`src/rtl/rect_fill_engine.sv`:
```
// rect_fill_engine: streams one colour into VRAM over an inclusive,
// clipped box (x0,y0)-(x1,y1) in row-major order, one pixel per cycle.
//
// Ports:
//   Clock       rising-edge clock
//   Reset       asynchronous active-low reset
//   iStart      command strobe, sampled only in IDLE
//   iX0/iY0     top-left corner, inclusive
//   iX1/iY1     bottom-right corner, inclusive (clipped to the screen)
//   iColor      fill colour
//   iOutline    border-only fill (present only with RECT_FILL_OUTLINE_EN)
//   iVramReady  VRAM accepts the presented write this cycle
//   oBusy       command in progress
//   oDone       one-cycle completion pulse
//   oVramWE     write request
//   oVramAddr   write address (y*VRAM_W + x)
//   oVramData   write data
//
// Build option: define RECT_FILL_OUTLINE_EN to add the iOutline port.
module rect_fill_engine #(
    parameter int VRAM_W  = 80,
    parameter int VRAM_H  = 60,
    parameter int XW      = 7,
    parameter int YW      = 6,
    parameter int COLOR_W = 3,
    parameter int ADDR_W  = 13
) (
    input  logic               Clock,
    input  logic               Reset,
    input  logic               iStart,
    input  logic [XW-1:0]      iX0,
    input  logic [YW-1:0]      iY0,
    input  logic [XW-1:0]      iX1,
    input  logic [YW-1:0]      iY1,
    input  logic [COLOR_W-1:0] iColor,
`ifdef RECT_FILL_OUTLINE_EN
    input  logic               iOutline,
`endif
    input  logic               iVramReady,
    output logic               oBusy,
    output logic               oDone,
    output logic               oVramWE,
    output logic [ADDR_W-1:0]  oVramAddr,
    output logic [COLOR_W-1:0] oVramData
);

    typedef enum logic [1:0] {
        S_IDLE,
        S_SETUP,
        S_FILL,
        S_DONE
    } state_t;

    localparam logic [XW-1:0]     X_MAX    = XW'(VRAM_W - 1);
    localparam logic [YW-1:0]     Y_MAX    = YW'(VRAM_H - 1);
    localparam logic [ADDR_W-1:0] ROW_STEP = ADDR_W'(VRAM_W);

    state_t               state_q, state_d;
    logic [XW-1:0]        x0_q, x0_d;
    logic [YW-1:0]        y0_q, y0_d;
    // Hold the raw corner until SETUP, then the clipped corner.
    logic [XW-1:0]        x1_q, x1_d;
    logic [YW-1:0]        y1_q, y1_d;
    logic [COLOR_W-1:0]   color_q, color_d;
    logic                 outline_q, outline_d;
    logic [XW-1:0]        x_q, x_d;
    logic [YW-1:0]        y_q, y_d;
    logic [ADDR_W-1:0]    rowbase_q, rowbase_d;
    logic                 busy_q, busy_d;
    logic                 done_q, done_d;
    logic                 we_q, we_d;
    logic [ADDR_W-1:0]    addr_q, addr_d;
    logic [COLOR_W-1:0]   data_q, data_d;

    logic                 outline_in;
    logic [XW-1:0]        x1c;
    logic [YW-1:0]        y1c;
    logic                 empty;
    logic [ADDR_W-1:0]    row0;
    logic                 accept;
    logic                 interior;
    logic [XW-1:0]        x_step;

`ifdef RECT_FILL_OUTLINE_EN
    assign outline_in = iOutline;
`else
    assign outline_in = 1'b0;
`endif

    assign x1c   = (x1_q > X_MAX) ? X_MAX : x1_q;
    assign y1c   = (y1_q > Y_MAX) ? Y_MAX : y1_q;
    assign empty = (x0_q > x1c) || (y0_q > y1c) ||
                   (x0_q > X_MAX) || (y0_q > Y_MAX);

    // Only multiply in the whole engine; later rows add ROW_STEP.
    assign row0 = ADDR_W'(y0_q) * ROW_STEP;

    assign accept = we_q && iVramReady;

    // Interior outline rows visit only x0 and x1c, so the step from
    // x0 jumps straight to the clipped right edge.
    assign interior = outline_q && (y_q != y0_q) && (y_q != y1_q);
    assign x_step   = interior ? x1_q : x_q + XW'(1);

    always_comb begin
        state_d   = state_q;
        x0_d      = x0_q;
        y0_d      = y0_q;
        x1_d      = x1_q;
        y1_d      = y1_q;
        color_d   = color_q;
        outline_d = outline_q;
        x_d       = x_q;
        y_d       = y_q;
        rowbase_d = rowbase_q;
        busy_d    = busy_q;
        done_d    = done_q;
        we_d      = we_q;
        addr_d    = addr_q;
        data_d    = data_q;

        unique case (state_q)
            S_IDLE: begin
                done_d = 1'b0;
                if (iStart) begin
                    x0_d      = iX0;
                    y0_d      = iY0;
                    x1_d      = iX1;
                    y1_d      = iY1;
                    color_d   = iColor;
                    outline_d = outline_in;
                    busy_d    = 1'b1;
                    state_d   = S_SETUP;
                end
            end

            S_SETUP: begin
                x1_d = x1c;
                y1_d = y1c;
                if (empty) begin
                    busy_d  = 1'b0;
                    done_d  = 1'b1;
                    state_d = S_DONE;
                end else begin
                    rowbase_d = row0;
                    x_d       = x0_q;
                    y_d       = y0_q;
                    we_d      = 1'b1;
                    addr_d    = row0 + ADDR_W'(x0_q);
                    data_d    = color_q;
                    state_d   = S_FILL;
                end
            end

            S_FILL: begin
                // Compare before increment so x never wraps past X_MAX.
                if (accept) begin
                    if (x_q < x1_q) begin
                        x_d    = x_step;
                        addr_d = rowbase_q + ADDR_W'(x_step);
                    end else if (y_q < y1_q) begin
                        x_d       = x0_q;
                        y_d       = y_q + YW'(1);
                        rowbase_d = rowbase_q + ROW_STEP;
                        addr_d    = rowbase_q + ROW_STEP + ADDR_W'(x0_q);
                    end else begin
                        we_d    = 1'b0;
                        busy_d  = 1'b0;
                        done_d  = 1'b1;
                        state_d = S_DONE;
                    end
                end
            end

            S_DONE: begin
                done_d  = 1'b0;
                state_d = S_IDLE;
            end

            default: begin
                state_d = S_IDLE;
            end
        endcase
    end

    always_ff @(posedge Clock or negedge Reset) begin
        if (!Reset) begin
            state_q   <= S_IDLE;
            x0_q      <= '0;
            y0_q      <= '0;
            x1_q      <= '0;
            y1_q      <= '0;
            color_q   <= '0;
            outline_q <= 1'b0;
            x_q       <= '0;
            y_q       <= '0;
            rowbase_q <= '0;
            busy_q    <= 1'b0;
            done_q    <= 1'b0;
            we_q      <= 1'b0;
            addr_q    <= '0;
            data_q    <= '0;
        end else begin
            state_q   <= state_d;
            x0_q      <= x0_d;
            y0_q      <= y0_d;
            x1_q      <= x1_d;
            y1_q      <= y1_d;
            color_q   <= color_d;
            outline_q <= outline_d;
            x_q       <= x_d;
            y_q       <= y_d;
            rowbase_q <= rowbase_d;
            busy_q    <= busy_d;
            done_q    <= done_d;
            we_q      <= we_d;
            addr_q    <= addr_d;
            data_q    <= data_d;
        end
    end

    assign oBusy     = busy_q;
    assign oDone     = done_q;
    assign oVramWE   = we_q;
    assign oVramAddr = addr_q;
    assign oVramData = data_q;

endmodule

```
`config.mk`:
```
export PLATFORM = sky130hd
export DESIGN_NAME = rect_fill_engine
export DESIGN_NICKNAME = d
export VERILOG_FILES = /design/src/rtl/rect_fill_engine.sv
export SDC_FILE = /design/constraint.sdc
export NUM_CORES = 1
export LEC_CHECK = 0
export CAP_MARGIN = 15
export CORE_ASPECT_RATIO = 1.25
export CORE_MARGIN = 2
export CORE_UTILIZATION = 45
export CTS_CLUSTER_DIAMETER = 30
export DETAILED_ROUTE_END_ITERATION = 6
export GPL_ROUTABILITY_DRIVEN = 1
export PLACE_DENSITY = 0.65
export SETUP_SLACK_MARGIN = 0.05
export SLEW_MARGIN = 15
export SYNTH_ARGS = -nofsm -noshare
export SYNTH_HDL_FRONTEND = slang
export SYNTH_SLANG_ARGS = --single-unit
```
`constraint.sdc`:
```
create_clock -name Clock -period 3.66 [get_ports Clock]
set_input_delay 1.098 -clock Clock [delete_from_list [all_inputs] [get_ports Clock]]
set_output_delay 1.098 -clock Clock [all_outputs]
set_load 0.005 [all_outputs]
```
==> results.md <==
- Max_slew headroom: 28.21%
- Slowest CP cell: dfrtp_1
- Io pins: 52
- FILL cells: 1096
- Post-Syn Area: 0.005411 mm²
- H-tree Lvls: 3
- Area grow syn2layout: 17.39%
- Setup TNS: 0 ns
- Top-count cell post-synth: dfrtp_1
- Share of layout cells above drive strength 1: 13.54%
- Register area share after synthesis: 32.83%
- Largest net degree at the start of global routing: 48
- Tmin final: 3.131 ns
- Max Fclk: 319.4 MHz
- Core Area: 0.01167 mm²
- Hold WS: 0.4836 ns
- TritonCTS Buffers: 9
- Post-Syn Instances: 584
- Standard-cell rows: 44
- Starting density of the core: 46.37%
- Crit path required time: 3.88 ns
- Slew Limit Fails: 0
- Post-CTS Setup Bufs: 0
- Antenna violations before repair: 0
- Top cells by count, synth: 71 x dfrtp_1, 47 x ha_1, 42 x nand2_1
- Share of the synthesized area in the top cell type: 32.83%
- CP endpoint kind: flip-flop
- Synth unique cells: 71
- Register bit total from synthesis: 71
- Vias per cell: 5.819
- Slew @ Worst Pin: 1.071 ns
- First-pass DRT Iterations: 5
- Antenna diodes: 0
- Global Route Usage Sum: 23.31%
- Unrepaired setup endpoints after global routing: false
- Via Count: 4632
- WL/cell: 17.71 µm
- CP Cell Sequence: and3_1 > nand3_1 > xnor2_1 > ha_1 > or3_1 > a211oi_1 > nor3_1 > mux2i_1 > a311o_1 > mux2_2
- CTS sink cnt: 71
- Vias in the first global route: 4865
- IO Port Bufs: 51
- Buf+Inv Stages, Crit Path: 0
- Die H: 126.6 µm
- Grt ovf: 0
- Clock latency on the worst-skew pair: 0.34 ns
- Final setup fails: 0
- Routability cong.: 0.8630
- Mapped Nets: 666
- Worst-path fanout max: 8
- CTS tree: done
- Met1 Wirelength: 6179 µm
- Hold Vio Cnt, Final: 0
- Status: complete, no violations
- Met2 Wirelength: 6978 µm
- Max Used Layer: met4
- Clk slew on worst S/H paths: 0.06 ns
- Met3 wire length: 546 µm
- Worst path top cell family by delay: simple AND/OR/NAND/NOR gates
- Clk_skew: 0.005295 ns
- DRC: 0
- DRT iter0 DRCs: 171
- Levels on crit path: 10
- First-pass GRT wire length: 23710 µm
- Routed Wire Length: 14100 µm
- R2R depth: 10
- CP max stage delay: 0.49 ns
- Synth area leaders: dfrtp_1 33%, ha_1 11%, mux2_2 5.0%
- Synth Flop Type: dfrtp_1
- Post_cts resized: 0
- Setup crit start kind: flip-flop
- Critical path type: flip-flop to flip-flop
- Dpl hpwl: 10520 µm
- Number of nets in the layout: 712
- Post-route ant nets: 0
- Min-Delay Path Depth: 1
- Root Buffer Master: clkbuf_16
- Post-synth ARST share: 100.0%
- Die width: 102.1 µm
- Final Cycle Share: 85.53%
- Total die area: 0.01292 mm²
- Hold Path Class: flip-flop to flip-flop
- Worst path arrival time: 3.35 ns
- Syn Area/Cell: 9.266 µm²
- Clk buf depth: 2
- Post-synth top area cell: dfrtp_1
- Yosys warns: 0
- Hold-fix buffers, CTS: 0
- EDFF count, synth: 0
- MaxCap Viol Count: 0
cell usage in the layout (no fill, tap or decap), types with 7 or more instances in the layout:
master	synthesis	routed
a21o_1	10	10
a21oi_1	31	30
a221oi_2	9	9
buf_4	2	9
clkbuf_16	0	9
clkdlybuf4s50_1	0	50
dfrtp_1	71	71
ha_1	47	46
inv_1	40	40
mux2_1	7	7
mux2_2	24	24
mux2i_1	12	12
nand2_1	42	42
nand3_1	15	15
nor2_1	40	40
nor3_1	14	14
nor4_1	11	11
o21ai_0	35	35
o22ai_1	8	8
o31ai_1	13	13
xnor2_1	17	17
cell type report:
class,count,area [µm²],area share (%)
clock buffer,13,260.3,4.097
tap,161,201.4,3.171
timing repair buffer,60,573.1,9.021
inverter,42,157.7,2.482
sequential,71,1777,27.97
multi-input combinational,446,3366,52.98
clock inverter,3,17.52,0.2758
sequential cells by signal (all words and copies together) (netlist names):
signal / flops
oVramAddr: 13
y_q: 6
color_q: 3
oVramWE: 1
x0_q: 7
x1_q: 7
oDone: 1
oBusy: 1
x_q: 6
y1_q: 6
y0_q: 6
state_q: 2
rowbase_q: 9
oVramData: 3
layer usage:
layer	GRT usage, %	vias to the layer above
met2	39.82	109
met4	9.176	0
li1	-	2241
met1	29.25	2257
met5	0	-
met3	3.581	25
worst paths after layout:
check / to / slack [ns] / start
worst max-delay path: oVramAddr[8] / 0.53 / oVramAddr[0]
worst min-delay path: oVramAddr[5] / 0.48 / oVramAddr[5]
worst max register to register: oVramAddr[8] / 0.53 / oVramAddr[0]
worst min register to register: oVramAddr[5] / 0.48 / oVramAddr[5]
max in group asynchronous: y_q[3] / 2.47 / Reset
min in group asynchronous: x1_q[5] / 0.80 / Reset
logic make-up after synthesis:
family                   share of synthesized area (%)
AO/OA/AOI/OAI                                    22.87
XOR/XNOR                                         3.722
adder cells (fa/ha/maj)                          11.61
buffers and inverters                            5.086
flip-flops                                       32.83
multiplexers                                     8.671
other                                          0.06930
AND/OR/NAND/NOR                                  15.14
per-stage QoR:
stage               worst slack (ns)  cells  area, µm²  utilization, %
floorplan                      1.001    584       5411               -
global placement              0.6490    780       6071           52.02
detailed placement            0.5711    780       6071           52.02
CTS                           0.5513    796       6349           54.40
global route                  0.3144    796       6352           54.43
finish                        0.5294    796       6352           54.43
worst reg2reg max path, delay by kind of cell (launching register included):
family | cells | cell delay, ns
compound gates | 2 | 0.74
flops | 1 | 0.49
simple gates | 4 | 0.96
xor+xnor | 1 | 0.18
mux | 2 | 0.41
fa+ha+maj | 1 | 0.24
Power is not shown: default switching activity piles up to over one toggle a cycle in this logic, so the estimate is an artifact.
